File: config.mk
export PLATFORM = sky130hd
export DESIGN_NAME = digi_pattern_src_flat
export DESIGN_NICKNAME = d
export VERILOG_FILES = /design/src/rtl/digi_pattern_src_if.sv /design/src/rtl/digi_pattern_src.sv /design/src/flat_wrapper.sv
export SDC_FILE = /design/constraint.sdc
export NUM_CORES = 1
export LEC_CHECK = 0
export ABC_AREA = 0
export CAP_MARGIN = 10
export CORE_MARGIN = 2
export CORE_UTILIZATION = 40
export CTS_CLUSTER_DIAMETER = 150
export DETAILED_ROUTE_END_ITERATION = 8
export MAX_ROUTING_LAYER = met4
export PLACE_DENSITY = 0.67
export SLEW_MARGIN = 20
export SYNTH_ARGS = -nofsm -noshare
export SYNTH_HDL_FRONTEND = slang
export SYNTH_SLANG_ARGS = --single-unit
File: constraint.sdc
create_clock -name clk_i -period 4.5 [get_ports clk_i]
set_input_delay 0.45 -clock clk_i [delete_from_list [all_inputs] [get_ports clk_i]]
set_output_delay 0.45 -clock clk_i [all_outputs]
set_load 0.005 [all_outputs]
File: src/rtl/digi_pattern_src_if.sv
// Bus interface for digi_pattern_src: duration loading, playback control
// and status/level outputs. The slave modport is the pattern source itself.
interface digi_pattern_src_if #(
   parameter int DEPTH = 8,
   parameter int CNT_W = 16
);
   logic                         load_valid;
   logic                         load_ready;
   logic [CNT_W-1:0]             load_dur;
   logic                         clear;
   logic                         start;
   logic                         stop;
   logic                         busy;
   logic                         done;
   logic [$clog2(DEPTH+1)-1:0]   count;
   logic                         y;

   modport slave (
      input  load_valid, load_dur, clear, start, stop,
      output load_ready, busy, done, count, y
   );

   modport master (
      output load_valid, load_dur, clear, start, stop,
      input  load_ready, busy, done, count, y
   );
endinterface

File: src/rtl/digi_pattern_src.sv
// digi_pattern_src: clocked digital stimulus source. A table of hold
// durations (in clock cycles) is replayed as a toggling level on y,
// starting from INIT. Durations of 0 are played as 1 cycle.
//
// Build option: define DIGI_PATTERN_SRC_REPEAT_EN to loop the pattern
// continuously (y reloads INIT on each wrap, done pulses per wrap) until
// stop or reset. Without it playback is one-shot and ends in DONE.
//
// state  | meaning
// -------+----------------------------------------------------------
// IDLE   | not playing; table may be loaded/cleared, start accepted
// RUN    | replaying table; y toggles at each terminal count
// DONE   | pattern finished (one-shot only); behaves like IDLE
module digi_pattern_src #(
   parameter int   DEPTH = 8,
   parameter int   CNT_W = 16,
   parameter logic INIT  = 1'b0
) (
   input  logic                  clk_i,
   input  logic                  rst_i,
   digi_pattern_src_if.slave     bus
);

   localparam int WP_W  = $clog2(DEPTH + 1);
   localparam int IDX_W = (DEPTH > 1) ? $clog2(DEPTH) : 1;

   localparam logic [1:0] S_IDLE = 2'd0;
   localparam logic [1:0] S_RUN  = 2'd1;
   localparam logic [1:0] S_DONE = 2'd2;

   logic [1:0]        state_q, state_d;
   logic [WP_W-1:0]   wp_q, wp_d;
   logic [IDX_W-1:0]  rp_q, rp_d;
   logic [CNT_W-1:0]  cnt_q, cnt_d;
   logic              y_q, y_d;
   logic              busy_q, busy_d;
   logic              done_q, done_d;
   logic [CNT_W-1:0]  table_q [DEPTH];

   logic              running;
   logic              load_ready_w;
   logic              load_fire;
   logic              last_entry;

   // A zero duration still occupies one cycle so the pattern always advances.
   function automatic logic [CNT_W-1:0] hold_len(input logic [CNT_W-1:0] d);
      return (d == '0) ? CNT_W'(1) : d;
   endfunction

   assign running      = (state_q == S_RUN);
   assign load_ready_w = !running && !bus.start && (wp_q < WP_W'(DEPTH));
   // clear takes precedence: no entry is written in a clear cycle.
   assign load_fire    = bus.load_valid && load_ready_w && !bus.clear;
   assign last_entry   = ((WP_W'(rp_q) + WP_W'(1)) == wp_q);

   // Next-state logic for control, pointers, hold counter and output level.
   always_comb begin
      state_d = state_q;
      wp_d    = wp_q;
      rp_d    = rp_q;
      cnt_d   = cnt_q;
      y_d     = y_q;
      busy_d  = busy_q;
      done_d  = 1'b0;
      case (state_q)
         S_IDLE, S_DONE: begin
            if (bus.clear) begin
               wp_d = '0;
            end else if (load_fire) begin
               wp_d = wp_q + WP_W'(1);
            end
            // A clear in the same cycle empties the table, so start is dropped.
            if (bus.start && !bus.clear && (wp_q != '0)) begin
               state_d = S_RUN;
               y_d     = INIT;
               rp_d    = '0;
               cnt_d   = hold_len(table_q[0]);
               busy_d  = 1'b1;
            end
         end
         S_RUN: begin
            if (bus.stop) begin
               state_d = S_IDLE;
               y_d     = INIT;
               busy_d  = 1'b0;
            end else if (cnt_q > CNT_W'(1)) begin
               cnt_d = cnt_q - CNT_W'(1);
            end else if (last_entry) begin
`ifdef DIGI_PATTERN_SRC_REPEAT_EN
               rp_d   = '0;
               cnt_d  = hold_len(table_q[0]);
               y_d    = INIT;
               done_d = 1'b1;
`else
               state_d = S_DONE;
               y_d     = ~y_q;
               busy_d  = 1'b0;
               done_d  = 1'b1;
`endif
            end else begin
               y_d   = ~y_q;
               rp_d  = rp_q + IDX_W'(1);
               cnt_d = hold_len(table_q[rp_q + IDX_W'(1)]);
            end
         end
         default: begin
            state_d = S_IDLE;
            y_d     = INIT;
            busy_d  = 1'b0;
         end
      endcase
   end

   // Control and status registers with synchronous reset.
   always_ff @(posedge clk_i) begin
      if (rst_i) begin
         state_q <= S_IDLE;
         wp_q    <= '0;
         rp_q    <= '0;
         cnt_q   <= '0;
         y_q     <= INIT;
         busy_q  <= 1'b0;
         done_q  <= 1'b0;
      end else begin
         state_q <= state_d;
         wp_q    <= wp_d;
         rp_q    <= rp_d;
         cnt_q   <= cnt_d;
         y_q     <= y_d;
         busy_q  <= busy_d;
         done_q  <= done_d;
      end
   end

   // Duration table storage; contents are meaningless until written.
   always_ff @(posedge clk_i) begin
      if (!rst_i && load_fire) begin
         table_q[wp_q[IDX_W-1:0]] <= bus.load_dur;
      end
   end

   assign bus.load_ready = load_ready_w;
   assign bus.busy       = busy_q;
   assign bus.done       = done_q;
   assign bus.count      = wp_q;
   assign bus.y          = y_q;

endmodule

File: src/flat_wrapper.sv
// flat-port wrapper written by rule: the top's interface ports become plain ports
module digi_pattern_src_flat 
#(
   parameter int   DEPTH = 8,
   parameter int   CNT_W = 16,
   parameter logic INIT  = 1'b0
)
  (clk_i, rst_i, bus_load_valid, bus_load_dur, bus_clear, bus_start, bus_stop, bus_load_ready, bus_busy, bus_done, bus_count, bus_y);
  digi_pattern_src_if #(.DEPTH(DEPTH), .CNT_W(CNT_W)) bus_i ();
  input  logic clk_i;
  input  logic rst_i;
  input wire logic [$bits(bus_i.load_valid)-1:0] bus_load_valid;
  input wire logic [$bits(bus_i.load_dur)-1:0] bus_load_dur;
  input wire logic [$bits(bus_i.clear)-1:0] bus_clear;
  input wire logic [$bits(bus_i.start)-1:0] bus_start;
  input wire logic [$bits(bus_i.stop)-1:0] bus_stop;
  output wire logic [$bits(bus_i.load_ready)-1:0] bus_load_ready;
  output wire logic [$bits(bus_i.busy)-1:0] bus_busy;
  output wire logic [$bits(bus_i.done)-1:0] bus_done;
  output wire logic [$bits(bus_i.count)-1:0] bus_count;
  output wire logic [$bits(bus_i.y)-1:0] bus_y;
  assign bus_i.load_valid = bus_load_valid;
  assign bus_i.load_dur = bus_load_dur;
  assign bus_i.clear = bus_clear;
  assign bus_i.start = bus_start;
  assign bus_i.stop = bus_stop;
  assign bus_load_ready = bus_i.load_ready;
  assign bus_busy = bus_i.busy;
  assign bus_done = bus_i.done;
  assign bus_count = bus_i.count;
  assign bus_y = bus_i.y;
  digi_pattern_src #(.DEPTH(DEPTH), .CNT_W(CNT_W), .INIT(INIT)) u_core (.clk_i(clk_i), .rst_i(rst_i), .bus(bus_i));
endmodule
[Word level (Yosys, flattened, before mapping)]
Memory sizes are Yosys's and may differ from the RTL's.
Index checks and enable logic that the tools add are counted.
Word-level totals
  memories kept: 1
  bits in writable memories: 128
  bits in read-only memories: 0
  logic and storage cells: 81
  output and inout bits: 8
  register bits: 28
  bits in latches: 0
Operators by class
  multiplexer cells: 31
  add/subtract/negate cells: 4
  $mul: 0
  divide/modulo/power cells: 0
  bitwise logic cells: 2
  reductions and logical operators: 24
  magnitude comparators: 2
  eq/ne operators: 10
  shift operators: 0
Memories
  u_core.table_q: depth 8, width 16, read ports 2, clocked after Yosys merged registers in 0, write ports 1, line digi_pattern_src.sv:38  | logic [CNT_W-1:0] table_q [DEPTH];
Operators with widths (count)
  $mux 16: 6
  $logic_not 16->1: 2
  $pmux 16 s2: 1
  $gt 16x1->1 const B: 1
  $sub 16x1->16 const B: 1
  $mux 3: 4
  $mux 1: 10
  $ne 3x3->1 const B: 3
  $mux 2: 4
  $mux 4: 2
  $logic_and 1x1->1: 7
  $ne 2x2->1 const B: 3
  $pmux 3 s2: 1
  $reduce_and 5->1: 1
  $add 3x1->4 const B: 1
  $add 4x1->4 const B: 1
  $eq 4x4->1: 1
  $logic_not 1->1: 4
  $lt 4x4->1 const B: 1
  $pmux 1 s2: 2
  $pmux 2 s2: 1
  $reduce_and 2->1: 2
  $reduce_and 4->1: 1
  $reduce_bool 2->1: 2
  other kinds (10): 11

[Longest topological paths before layout]
  word-level depth: 9
  depth in mapped cells: 11
  mapped depth without buffers: 8

[Least setup slack after synthesis]
Ideal clock, no wire load.
  path kind: register -> register
  start point: register u_core.state_q[0]
  end point: memory u_core.table_q[0][0], enable pin
  path slack: 1.325 ns
  data arrival time: 2.745 ns
  buffers on the path: 2
  period minus slack after synthesis: 3.175 ns
  data required time: 4.070 ns
  cell stages (with the launch flop): 7
  library setup time: 0.430 ns
  path through: dfxtp_1 -> clkbuf_1 -> nand2b_1 -> buf_4 -> nand3_1 -> or3_1 -> nor4_1
Between the ends
  cells in the longest elaborated chain, start to end: 9
RTL lines
  start, declared: line digi_pattern_src.sv:31  | logic [1:0] state_q, state_d;
  start signal, assigned: line digi_pattern_src.sv:125  | state_q <= state_d;
  $eq 2x1->1: line digi_pattern_src.sv:50  | assign running = (state_q == S_RUN);
  $logic_not 1->1: line digi_pattern_src.sv:51  | assign load_ready_w = !running && !bus.start && (wp_q < WP_W'(DEPTH));
  $logic_and 1x1->1 (2 in a row): line digi_pattern_src.sv:51
  $logic_and 1x1->1 (2 in a row): line digi_pattern_src.sv:53  | assign load_fire = bus.load_valid && load_ready_w && !bus.clear;
  $logic_and 1x1->1: line digi_pattern_src.sv:137  | if (!rst_i && load_fire) begin
  $mux 1: line digi_pattern_src.sv:137
  $mux 1 (implied by the code): line digi_pattern_src.sv:138  | table_q[wp_q[IDX_W-1:0]] <= bus.load_dur;
  end, declared: line digi_pattern_src.sv:38
No other way between the ends.

[Worst setup path after layout]
  start point: register u_core.rp_q[1]
  end point: register u_core.cnt_q[0]
Between the ends
  cells in the longest elaborated chain, start to end: 8
  elaborated cells between the ends (all ways): 12
  those cells by class: 2 x add/sub; 2 x eq/ne; 5 x mux; 2 x reduce/logical; 1 x memory
RTL lines
  start, declared: line digi_pattern_src.sv:33  | logic [IDX_W-1:0] rp_q, rp_d;
  start signal, assigned: line digi_pattern_src.sv:127  | rp_q <= rp_d;
  $add 3x1->3: line digi_pattern_src.sv:103  | cnt_d = hold_len(table_q[rp_q + IDX_W'(1)]);
  $mem_v2 8x16
  $logic_not 16->1: line digi_pattern_src.sv:47  | return (d == '0) ? CNT_W'(1) : d;
  $mux 16: line digi_pattern_src.sv:47
  $mux 16: line digi_pattern_src.sv:88  | end else if (last_entry) begin
  $mux 16: line digi_pattern_src.sv:86  | end else if (cnt_q > CNT_W'(1)) begin
  $mux 16: line digi_pattern_src.sv:82  | if (bus.stop) begin
  $pmux 16 s2: line digi_pattern_src.sv:65  | case (state_q)
  end signal, assigned: line digi_pattern_src.sv:128  | cnt_q <= cnt_d;
  end, declared: line digi_pattern_src.sv:34  | logic [CNT_W-1:0] cnt_q, cnt_d;
Parallel ways exist; a longest one is shown, timed or not. The select of a mux whose other input is x is not followed.
A chain may end at the register's enable or synchronous reset.

==> results.sh <==
export IMPL_io_pin_count=30
export IMPL_overflow=0
export IMPL_viasPerCell=5.63
export IMPL_rsz0062_at_grt="no"
export IMPL_num_antenna_cells=0
export IMPL_area_growth_pct=15.3
export IMPL_die_area_mm2=0.0184
export IMPL_synth_cell_types=54
export IMPL_hold_path_startpoint="u_core.bus.y"
export IMPL_drt_first_pass_iters=5
export IMPL_clock_fmax_mhz=343
export IMPL_r2r_slack_ns=1.58
export IMPL_drt_total_wl_um=15600
export IMPL_synthCells=559
export IMPL_design_area_mm2=0.00801
export IMPL_cts_hold_buffers=0
export IMPL_met2_usage_pct=28.6
export IMPL_setup_viol_count_final=0
export IMPL_reg2regPathDepth=8
export IMPL_crit_fanout=47
export IMPL_finalHoldViolCount=0
export IMPL_synth_fp_nets=586
export IMPL_hold_path_end="u_core.bus.y"
export IMPL_ant_nets=0
export IMPL_synthArstFlopShare_pct=0
export IMPL_drc_errors=0
export IMPL_post_route_util_pct=46.8
export IMPL_hold_class="flip-flop to flip-flop"
export IMPL_synth_seq_cells=155
export IMPL_reg2reg_to="u_core.cnt_q[0]"
export IMPL_max_slew_margin_pct=29.1
export IMPL_worst_slew_pin_slew_ns=1.06
export IMPL_fp_row_count=48
export IMPL_status="finished, final reports clean"
export IMPL_cts_tree="yes"
export IMPL_slew_violations=0
export IMPL_synth_edf_count=128
export IMPL_crit_required_ns=4.87
export IMPL_power_density_mw_per_mm2=414
export IMPL_gp_congestion=0.846
export IMPL_placed_cell_area_mm2=0.00745
export IMPL_cts_inserted_buffers=17
export IMPL_fin_nets=609
export IMPL_clkSinkCount=155
export IMPL_end_kind="flip-flop"
export IMPL_drt_iter0_drc=451
export IMPL_dp_hpwl_um=10300
export IMPL_yosysTopAreaCell="edfxtp_1"
export IMPL_dominantRegCellSynth="edfxtp_1"
export IMPL_reg2reg_from="u_core.rp_q[1]"
export IMPL_die_width_um=136
export IMPL_grt_pass1_wl_um=24800
export IMPL_antenna_found_initial=0
export IMPL_path_class="flip-flop to flip-flop"
export IMPL_post_drt_wl_per_cell_um=19.0
export IMPL_period_minus_slack_ns=2.92
export IMPL_yosysTopAreaCellShare_pct=55.3
export IMPL_syn_area_mm2=0.00695
export IMPL_cts_root_buf="clkbuf_16"
export IMPL_insertion_delay_ns=0.43
export IMPL_startpoint_type="flip-flop"
export IMPL_cp_arrival_ns=3.29
export IMPL_grtUsageMet1_pct=24.2
export IMPL_instances_no_fill=820
export IMPL_ir_drop_mv=0.290
export IMPL_dpl_cell_count=788
export IMPL_hold_depth=1
export IMPL_start_util_pct=40.6
export IMPL_gr_max_usage_layer="met2"
export IMPL_ys_seq_area_share_pct=63.1
export IMPL_grt_max_degree=48
export IMPL_leakagePower_nw=2.50
export IMPL_fin_setup_tns_ns=0
export IMPL_htreeDepth=4
export IMPL_track_usage_pct=18.5
export IMPL_cts_resized=0
export IMPL_first_global_vias=4532
export IMPL_clk_pin_slew_ns=0.06
export IMPL_synth_warnings=0
export IMPL_met3_usage_pct=4.00
export IMPL_drv_cap=0
export IMPL_period_share_pct=64.8
export IMPL_numPortBuffers=29
export IMPL_synth_area_top_cells="edfxtp_1, mux2i_1, dfxtp_1"
export IMPL_drive_above_1_share_pct=8.74
export IMPL_postCtsSetupBuffers=0
export IMPL_postSynthAreaPerCell_um2=12.4
export IMPL_die_y_um=136
export IMPL_core_mm2=0.0171
export IMPL_clock_path_buffers=2
export IMPL_clock_skew_ns=0.00844
export IMPL_vias=4619
export IMPL_num_fill_cells=1504
-- final cells by class --
cell class | instances | area, um2 | share of cell area, %
clock buffer | 19 | 433 | 5.41
timing repair buffer | 41 | 380 | 4.75
clock inverter | 13 | 126 | 1.58
multi-input combinational | 357 | 2360 | 29.5
inverter | 10 | 37.5 | 0.469
sequential | 155 | 4380 | 54.7
tap | 225 | 282 | 3.52
-- logic make-up after synthesis --
logic type | after synthesis | synth area share [%]
mux | 64 | 9.22
buf+inv | 47 | 3.44
xor+xnor | 15 | 1.89
flops | 155 | 63.1
compound gates | 62 | 6.18
simple gates | 211 | 15.3
fa+ha+maj | 5 | 0.900
-- flip-flops by register name, summed over array words and instances (netlist names) --
| name | cells |
|---|---|
| u_core.state_q | 2 |
| u_core.bus.count | 4 |
| u_core.cnt_q | 16 |
| u_core.table_q | 128 |
| u_core.bus.done | 1 |
| u_core.rp_q | 3 |
| u_core.bus.y | 1 |
-- worst max-delay path by stage --
stage | startpoint | to | slack, ns | depth (start not counted)
after global routing | u_core.rp_q[1] | u_core.cnt_q[0] | 1.42 | 8
after detailed placement | u_core.rp_q[1] | u_core.cnt_q[0] | 1.57 | 8
after floorplan | u_core.state_q[0] | u_core.table_q[0][0] | 1.33 | 6
after global placement | u_core.rp_q[1] | u_core.cnt_q[0] | 1.61 | 8
final | u_core.rp_q[1] | u_core.cnt_q[0] | 1.58 | 8
after CTS | u_core.rp_q[1] | u_core.cnt_q[0] | 1.55 | 8
-- power breakdown --
part	leakage (nW)	switching (mW)	total, mW	internal (mW)
logic	0.862	0.226	0.359	0.133
clock network	0.264	0.553	1.36	0.808
registers	1.37	0.0259	1.60	1.57
total	2.50	0.805	3.32	2.51
-- per-layer routing --
metal	part of all wire [%]	vias up
met5	0	-
met3	5.7	27
met1	45	2262
met2	48	145
li1	-	2185
met4	2.0	0
-- stage by stage --
stage	total power, mW	hold WS [ns]	setup WS (ns)
3_3_place_gp	1.97	0.472	1.61
6_report	3.32	0.480	1.58
3_5_place_dp	1.98	0.475	1.57
5_1_grt	3.44	0.515	1.42
2_1_floorplan	1.90	0.455	1.33
4_1_cts	3.33	0.484	1.55
-- worst max-delay path: stages (launching register included) --
cell and delay (ns):
dfxtp_1 0.37, ha_4 0.82, buf_4 0.46, mux2i_1 0.25
nand3_1 0.10, nand4_1 0.23, nand4_1 0.17, nor4_1 0.27
o31a_1 0.17
-- cell usage after synthesis (8+ instances only) --
library cell,number
clkbuf_1,19
a311oi_1,8
nand2_1,34
o21ai_0,8
nor4_1,10
nor2_1,38
edfxtp_1,128
xor2_1,8
inv_1,10
nand3_1,75
nor3_1,10
dfxtp_1,27
a21oi_1,18
mux2i_1,64
buf_2,8
nand4_1,20
-- cell usage in the layout (no fill, tap or decap), types with 3 or more instances in the layout --
cell,instances
inv_1,10
clkbuf_16,17
nand2_1,34
a21oi_1,18
nor4_1,8
nand4_1,20
o31ai_1,3
nor2_1,38
mux2i_1,64
a31oi_1,3
nand2b_1,4
xnor2_1,6
nor3_1,10
ha_1,4
clkdlybuf4s50_1,29
buf_4,12
o21ai_0,8
nand3_1,75
edfxtp_1,128
or4_1,3
xor2_1,7
a311oi_1,8
o211ai_1,5
clkinv_2,4
dfxtp_1,27
or3_1,5
clkinvlp_4,4
(Power assumes the default switching activity.)
==> variant 1: new RTL, same settings <==
`DEPTH` is set to 8 in 3 places; all go to 32.
--- a/src/rtl/digi_pattern_src_if.sv
+++ b/src/rtl/digi_pattern_src_if.sv
@@ -3,3 +3,3 @@
 interface digi_pattern_src_if #(
-   parameter int DEPTH = 8,
+   parameter int DEPTH = 32,
    parameter int CNT_W = 16
--- a/src/rtl/digi_pattern_src.sv
+++ b/src/rtl/digi_pattern_src.sv
@@ -14,3 +14,3 @@
 module digi_pattern_src #(
-   parameter int   DEPTH = 8,
+   parameter int   DEPTH = 32,
    parameter int   CNT_W = 16,
--- a/src/flat_wrapper.sv
+++ b/src/flat_wrapper.sv
@@ -3,3 +3,3 @@
 #(
-   parameter int   DEPTH = 8,
+   parameter int   DEPTH = 32,
    parameter int   CNT_W = 16,
Ports: changed (resized bus_count); port bits go from 30 to 32. The function was not compared with the original's and may differ.
==> variant 1 against the unedited design <==
Via count grew to 2.5 times the old value; synthesized cell count grew 110%; final cell count grew 150%; global-route usage grew 0.72 points; fmax shrank 22%; sequential cell count grew 388; routed wire length grew to 3.4 times the old value; hold slack lost 0.093 ns; cell area grew to 3.1 times the old value; critical path depth grew 1; core utilization shrank 1.2 points; area after synthesis grew to 3.2 times the old value; power grew to 3.0 times the old value; setup slack lost 0.81 ns.
==> variant 1: results (changes against the unedited design) <==
vias in the first global route=11360 (was 4532); Post-synth top cells=512 x edfxtp_1, 127 x mux4_2, 97 x nand2_1 (was 128 x edfxtp_1, 75 x nand3_1, 64 x mux2i_1); layout net count=1312 (was 609); Compound-Gate Fraction of Synth Area=3.885% (was 6.177%); LEAKAGE=7.728 nW (was 2.496 nW); register area share after synthesis=72.41% (was 63.10%); Distinct cells, synth=70 (was 54); Slowest cell on crit path=o41ai_1 (was ha_4); post-synthesis mux area share=13.70% (was 9.220%); Fillers=4573 (was 1504); clk_skew=0.02177 ns (was 0.008444 ns); worst hold path class=in -> reg (was reg -> reg); Switching Power=2.141 mW (was 0.8050 mW); initial antenna violation count=2 (was 0); status=complete, no violations (unchanged); final cell count without fillers=2031 (was 820); count of input and output buffers=31 (was 29); DRT iter0 DRCs=1314 (was 451); max reg flops=512 (was 128); Post-Synth XOR/XNOR Area=1.189% (was 1.891%); htree depth=2 (was 4); Area contributors post-synth=edfxtp_1 70%, mux4_2 13%, dfxtp_1 2.8%, nand2_1 1.6%, nor2_1 1.3% (was edfxtp_1 55%, mux2i_1 9.2%, dfxtp_1 7.8%, nand3_1 5.4%, nor2_1 2.1%); Slew headroom=34.41% (was 29.07%); first-pass GRT wire length=77.21 mm (was 24.78 mm); layout cells sized above 1=21.72% (was 8.739%); VDD IR max=0.0002969 V (was 0.0002895 V); GP Congestion=0.9371 (was 0.8464); GR Util All Layers=19.25% (was 18.53%); Synthesized Nets=1224 (was 586); largest net degree at the start of global routing=55 (was 48); Critical Path Max Stage Delay=0.91 ns (was 0.82 ns); Post-DP HPWL=32.03 mm (was 10.29 mm)
-- variant 1: changes by cell type after synthesis, moves of 13 or more --
| cell | change |
|---|---|
| nor2_1 | +39 |
| buf_2 | +13 |
| nand3_1 | -63 |
| mux2i_1 | -50 |
| a211oi_1 | +22 |
| edfxtp_1 | +384 |
| mux4_2 | +127 |
| nor2b_1 | +19 |
| nand4_1 | -14 |
| nand2_1 | +63 |
-- variant 1: power groups by stage --
| stage | combinational, mW | sequential (mW) | clock [mW] |
|---|---|---|---|
| floorplan | 0.231 | 5.66 | 0 |
| global placement | 0.403 | 5.66 | 0 |
| detailed placement | 0.404 | 5.66 | 0 |
| CTS | 0.406 | 5.55 | 4.19 |
| global route | 0.440 | 5.55 | 4.36 |
| finish | 0.410 | 5.56 | 4.12 |
-- variant 1: kinds of logic (layout without fill, tap and decap cells) --
| logic type | count (synthesis) | count (layout) |
|---|---|---|
| and+or+nand+nor | 276 | 276 |
| muxes | 142 | 142 |
| adders and majority gates | 7 | 7 |
| AOI/OAI and AO/OA | 118 | 118 |
| xor gates and xnor gates | 24 | 24 |
| buffers and inverters | 85 | 216 |
| DFF | 543 | 543 |
| other | 0 | 1 |
-- variant 1: per-layer routing --
metal,up-vias,wire (um),track usage (%)
met4,0,1763,6.837
met5,-,0,-
li1,4994,-,-
met2,558,23960,27.85
met1,5959,22530,26.87
met3,100,4450,4.353
-- variant 1: path summary, 6_finish.rpt --
| kind | startpoint | endpoint | slack, ns | cells after the start |
|---|---|---|---|---|
| worst max-delay path | u_core.rp_q[0] | u_core.cnt_q[0] | 0.77 | 9 |
| worst min-delay path | bus_load_dur[12] | u_core.table_q[23][12] | 0.39 | 1 |
| worst max register to register | u_core.rp_q[0] | u_core.cnt_q[0] | 0.77 | 9 |
| worst min register to register | u_core.state_q[1] | u_core.state_q[1] | 0.47 | 2 |
-- variant 1: area by class of cell --
| type | count | area (um2) | area share, % |
|---|---|---|---|
| Antenna cell | 1 | 2.502 | 0.01001 |
| Clock buffer | 71 | 1458 | 5.830 |
| Clock inverter | 29 | 143.9 | 0.5755 |
| Inverter | 20 | 75.07 | 0.3002 |
| Multi-Input combinational cell | 567 | 5612 | 22.44 |
| Sequential cell | 543 | 16000 | 63.99 |
| Tap cell | 704 | 880.8 | 3.523 |
| Timing Repair Buffer | 96 | 833.3 | 3.333 |
-- variant 1: per-stage QoR --
stage | util, % | instance area, um2
finish | 45.56 | 25000
global route | 45.56 | 25000
CTS | 45.57 | 25010
detailed placement | 42.65 | 23400
global placement | 42.67 | 23420
floorplan | - | 22090
==> variant 2: new RTL, same settings <==
Without the edit above. Reset style: asynchronous (`rst_i`), changed in one clocked block. Comments in the files are not updated.
--- a/src/rtl/digi_pattern_src.sv
+++ b/src/rtl/digi_pattern_src.sv
@@ -114,3 +114,3 @@
    // Control and status registers with synchronous reset.
-   always_ff @(posedge clk_i) begin
+   always_ff @(posedge clk_i or posedge rst_i) begin
       if (rst_i) begin
Formal check against the unedited RTL: differs if rst_i is asserted again (counterexample within 4 cycles, from zero or initial values and one cycle with rst_i high); with rst_i held inactive, the same outputs for 4 cycles.
==> variant 2 against the unedited design <==
Critical path type unchanged; setup slack got worse by 0.097 ns; cell area is 3.1% higher; power grew 16%; sequential share of layout area is essentially flat; area after synthesis increased by 2.5%; critical path depth is 2 lower; sequential cell count stayed put; routed wire length is 3.4% higher; sequential power up 12%; highest routed layer unchanged.
==> variant 2: results (changes against the unedited design) <==
GP Congestion=0.8983 (was 0.8464); reg2reg path depth=6 (was 8); worst hold margin=0.4433 ns (was 0.4800 ns); n_diodes=0 (unchanged); clock-pin transition on the worst setup and hold timing paths=0.07 ns; worst hold path class=in -> async (was reg -> reg); FF-to-FF End=u_core.cnt_q[0] (unchanged); Max Root-Sink Buffers=2 (unchanged); initial antenna violation count=0 (unchanged); Worst-Margin Slew=1.134 ns (was 1.063 ns); Crit Path Class=reg -> reg (unchanged); R2R Setup Slk=1.49 ns (was 1.58 ns); YS warnings=0 (unchanged); GR Util All Layers=18.65% (was 18.53%); cell internal pwr=2.798 mW (was 2.512 mW); Post-synth top cells=128 x edfxtp_1, 70 x mux2i_1, 70 x nand3_1 (was 128 x edfxtp_1, 75 x nand3_1, 64 x mux2i_1); DRT iter0 DRCs=624 (was 451); LEAKAGE=2.698 nW (was 2.496 nW); Reg2Reg Launch Point=u_core.rp_q[0] (was u_core.rp_q[1]); crit path DAT=3.37 ns (was 3.29 ns); largest net degree at the start of global routing=69 (was 48); layout cells sized above 1=10.43% (was 8.739%); post-CTS resize count=0 (unchanged); Fillers=1498 (was 1504); max reg flops=128 (unchanged); Post-CTS Setup Inserts=0 (unchanged); crit path max fanout=68 (was 47); Distinct cells, synth=58 (was 54); Critical Path Max Stage Delay=0.83 ns; status=complete, no violations (unchanged); layout net count=599 (was 609); count of input and output buffers=29 (unchanged); WL per Instance=19.89 um (was 19.00 um); VDD IR max=0.0003117 V (was 0.0002895 V); Post-DP HPWL=10.42 mm (was 10.29 mm); Post-synth ARST share=17.42% (was 0%); DR pass1 iterations=6 (was 5); vias in the first global route=4505 (was 4532); first-pass GRT wire length=25.40 mm (was 24.78 mm); Num CTS Buffers=17 (unchanged); detailed-route vias per instance=5.762 (was 5.633); Synthesized Nets=572 (was 586); register area share after synthesis=63.44% (was 63.10%); Slowest cell on crit path=buf_4 (was ha_4); htree depth=4 (unchanged); clk_skew=0.01001 ns (was 0.008444 ns); Crit. Startpoint=u_core.rp_q[0] (was u_core.rp_q[1]); Area contributors post-synth=edfxtp_1 54%, mux2i_1 9.8%, dfrtp_1 9.5%, nand3_1 4.9%, nand4_1 1.8% (was edfxtp_1 55%, mux2i_1 9.2%, dfxtp_1 7.8%, nand3_1 5.4%, nor2_1 2.1%); Post-synth EDFFs=128 (unchanged)
## variant 2: cell types whose count changed after synthesis, sizes merged, moves of 6 or more
cell    change
a21oi       -8
dfrtp      +27
clkbuf      -6
nand2      -12
mux2i       +6
dfxtp      -27
o21ai       +9
inv         +6
nor2       -11
a311oi      -7
## variant 2: kinds of logic (layout without fill, tap and decap cells)
group,Yosys count,count (layout),share of synthesized area (%)
fa+ha+maj,5,5,0.8781
flops,155,155,63.44
buf+inv,49,89,3.161
xor+xnor,17,17,2.406
compound gates,58,58,5.655
simple gates,188,188,14.00
mux,73,73,10.47
## variant 2: worst max-delay path by stage
| stage | slack [ns] | end | cells after the start |
|---|---|---|---|
| after CTS | 1.47 | u_core.cnt_q[0] | 8 |
| after global routing | 1.29 | u_core.cnt_q[0] | 6 |
| after global placement | 1.55 | u_core.cnt_q[0] | 6 |
| after floorplan | 1.39 | u_core.table_q[0][0] | 6 |
| final | 1.49 | u_core.cnt_q[0] | 6 |
| after detailed placement | 1.49 | u_core.cnt_q[0] | 8 |
## variant 2: per-layer routing
metal	global-route usage, %	vias up	routed length, um
li1	-	2148	-
met4	5.899	0	261
met1	23.99	2332	7029
met5	-	-	0
met3	3.974	20	885
met2	29.74	167	7934
## variant 2: layout make-up
| type | instances | share of cell area [%] |
|---|---|---|
| multi-input combinational | 341 | 29.21 |
| clock inverter | 12 | 1.955 |
| clock buffer | 20 | 5.290 |
| inverter | 16 | 0.7276 |
| timing repair buffer | 41 | 4.608 |
| sequential | 155 | 54.80 |
| tap | 225 | 3.411 |
## variant 2: power groups by stage
stage | registers (mW) | clock network (mW) | logic (mW)
CTS | 1.79 | 1.46 | 0.591
global route | 1.81 | 1.52 | 0.661
floorplan | 1.77 | 0 | 0.454
finish | 1.80 | 1.45 | 0.596
detailed placement | 1.82 | 0 | 0.590
global placement | 1.82 | 0 | 0.573
## variant 2: stage by stage
| step | cells | worst slack [ns] | utilization (%) | area [um2] | total power [mW] |
|---|---|---|---|---|---|
| after floorplan | 545 | 1.385 | - | 7124 | 2.222 |
| after global placement | 778 | 1.547 | 44.03 | 7642 | 2.389 |
| after detailed placement | 778 | 1.486 | 44.05 | 7645 | 2.412 |
| after CTS | 810 | 1.469 | 47.49 | 8243 | 3.849 |
| after global routing | 810 | 1.290 | 47.56 | 8254 | 3.997 |
| final | 810 | 1.486 | 47.56 | 8254 | 3.846 |
## variant 2: worst max-delay path, delay by kind of cell (launching register included)
kind	cells	cell delay [ns]
DFF	1	0.41
AOI/OAI and AO/OA	3	0.53
buffers and inverters	1	0.83
muxes	1	0.60
and+or+nand+nor	1	0.52
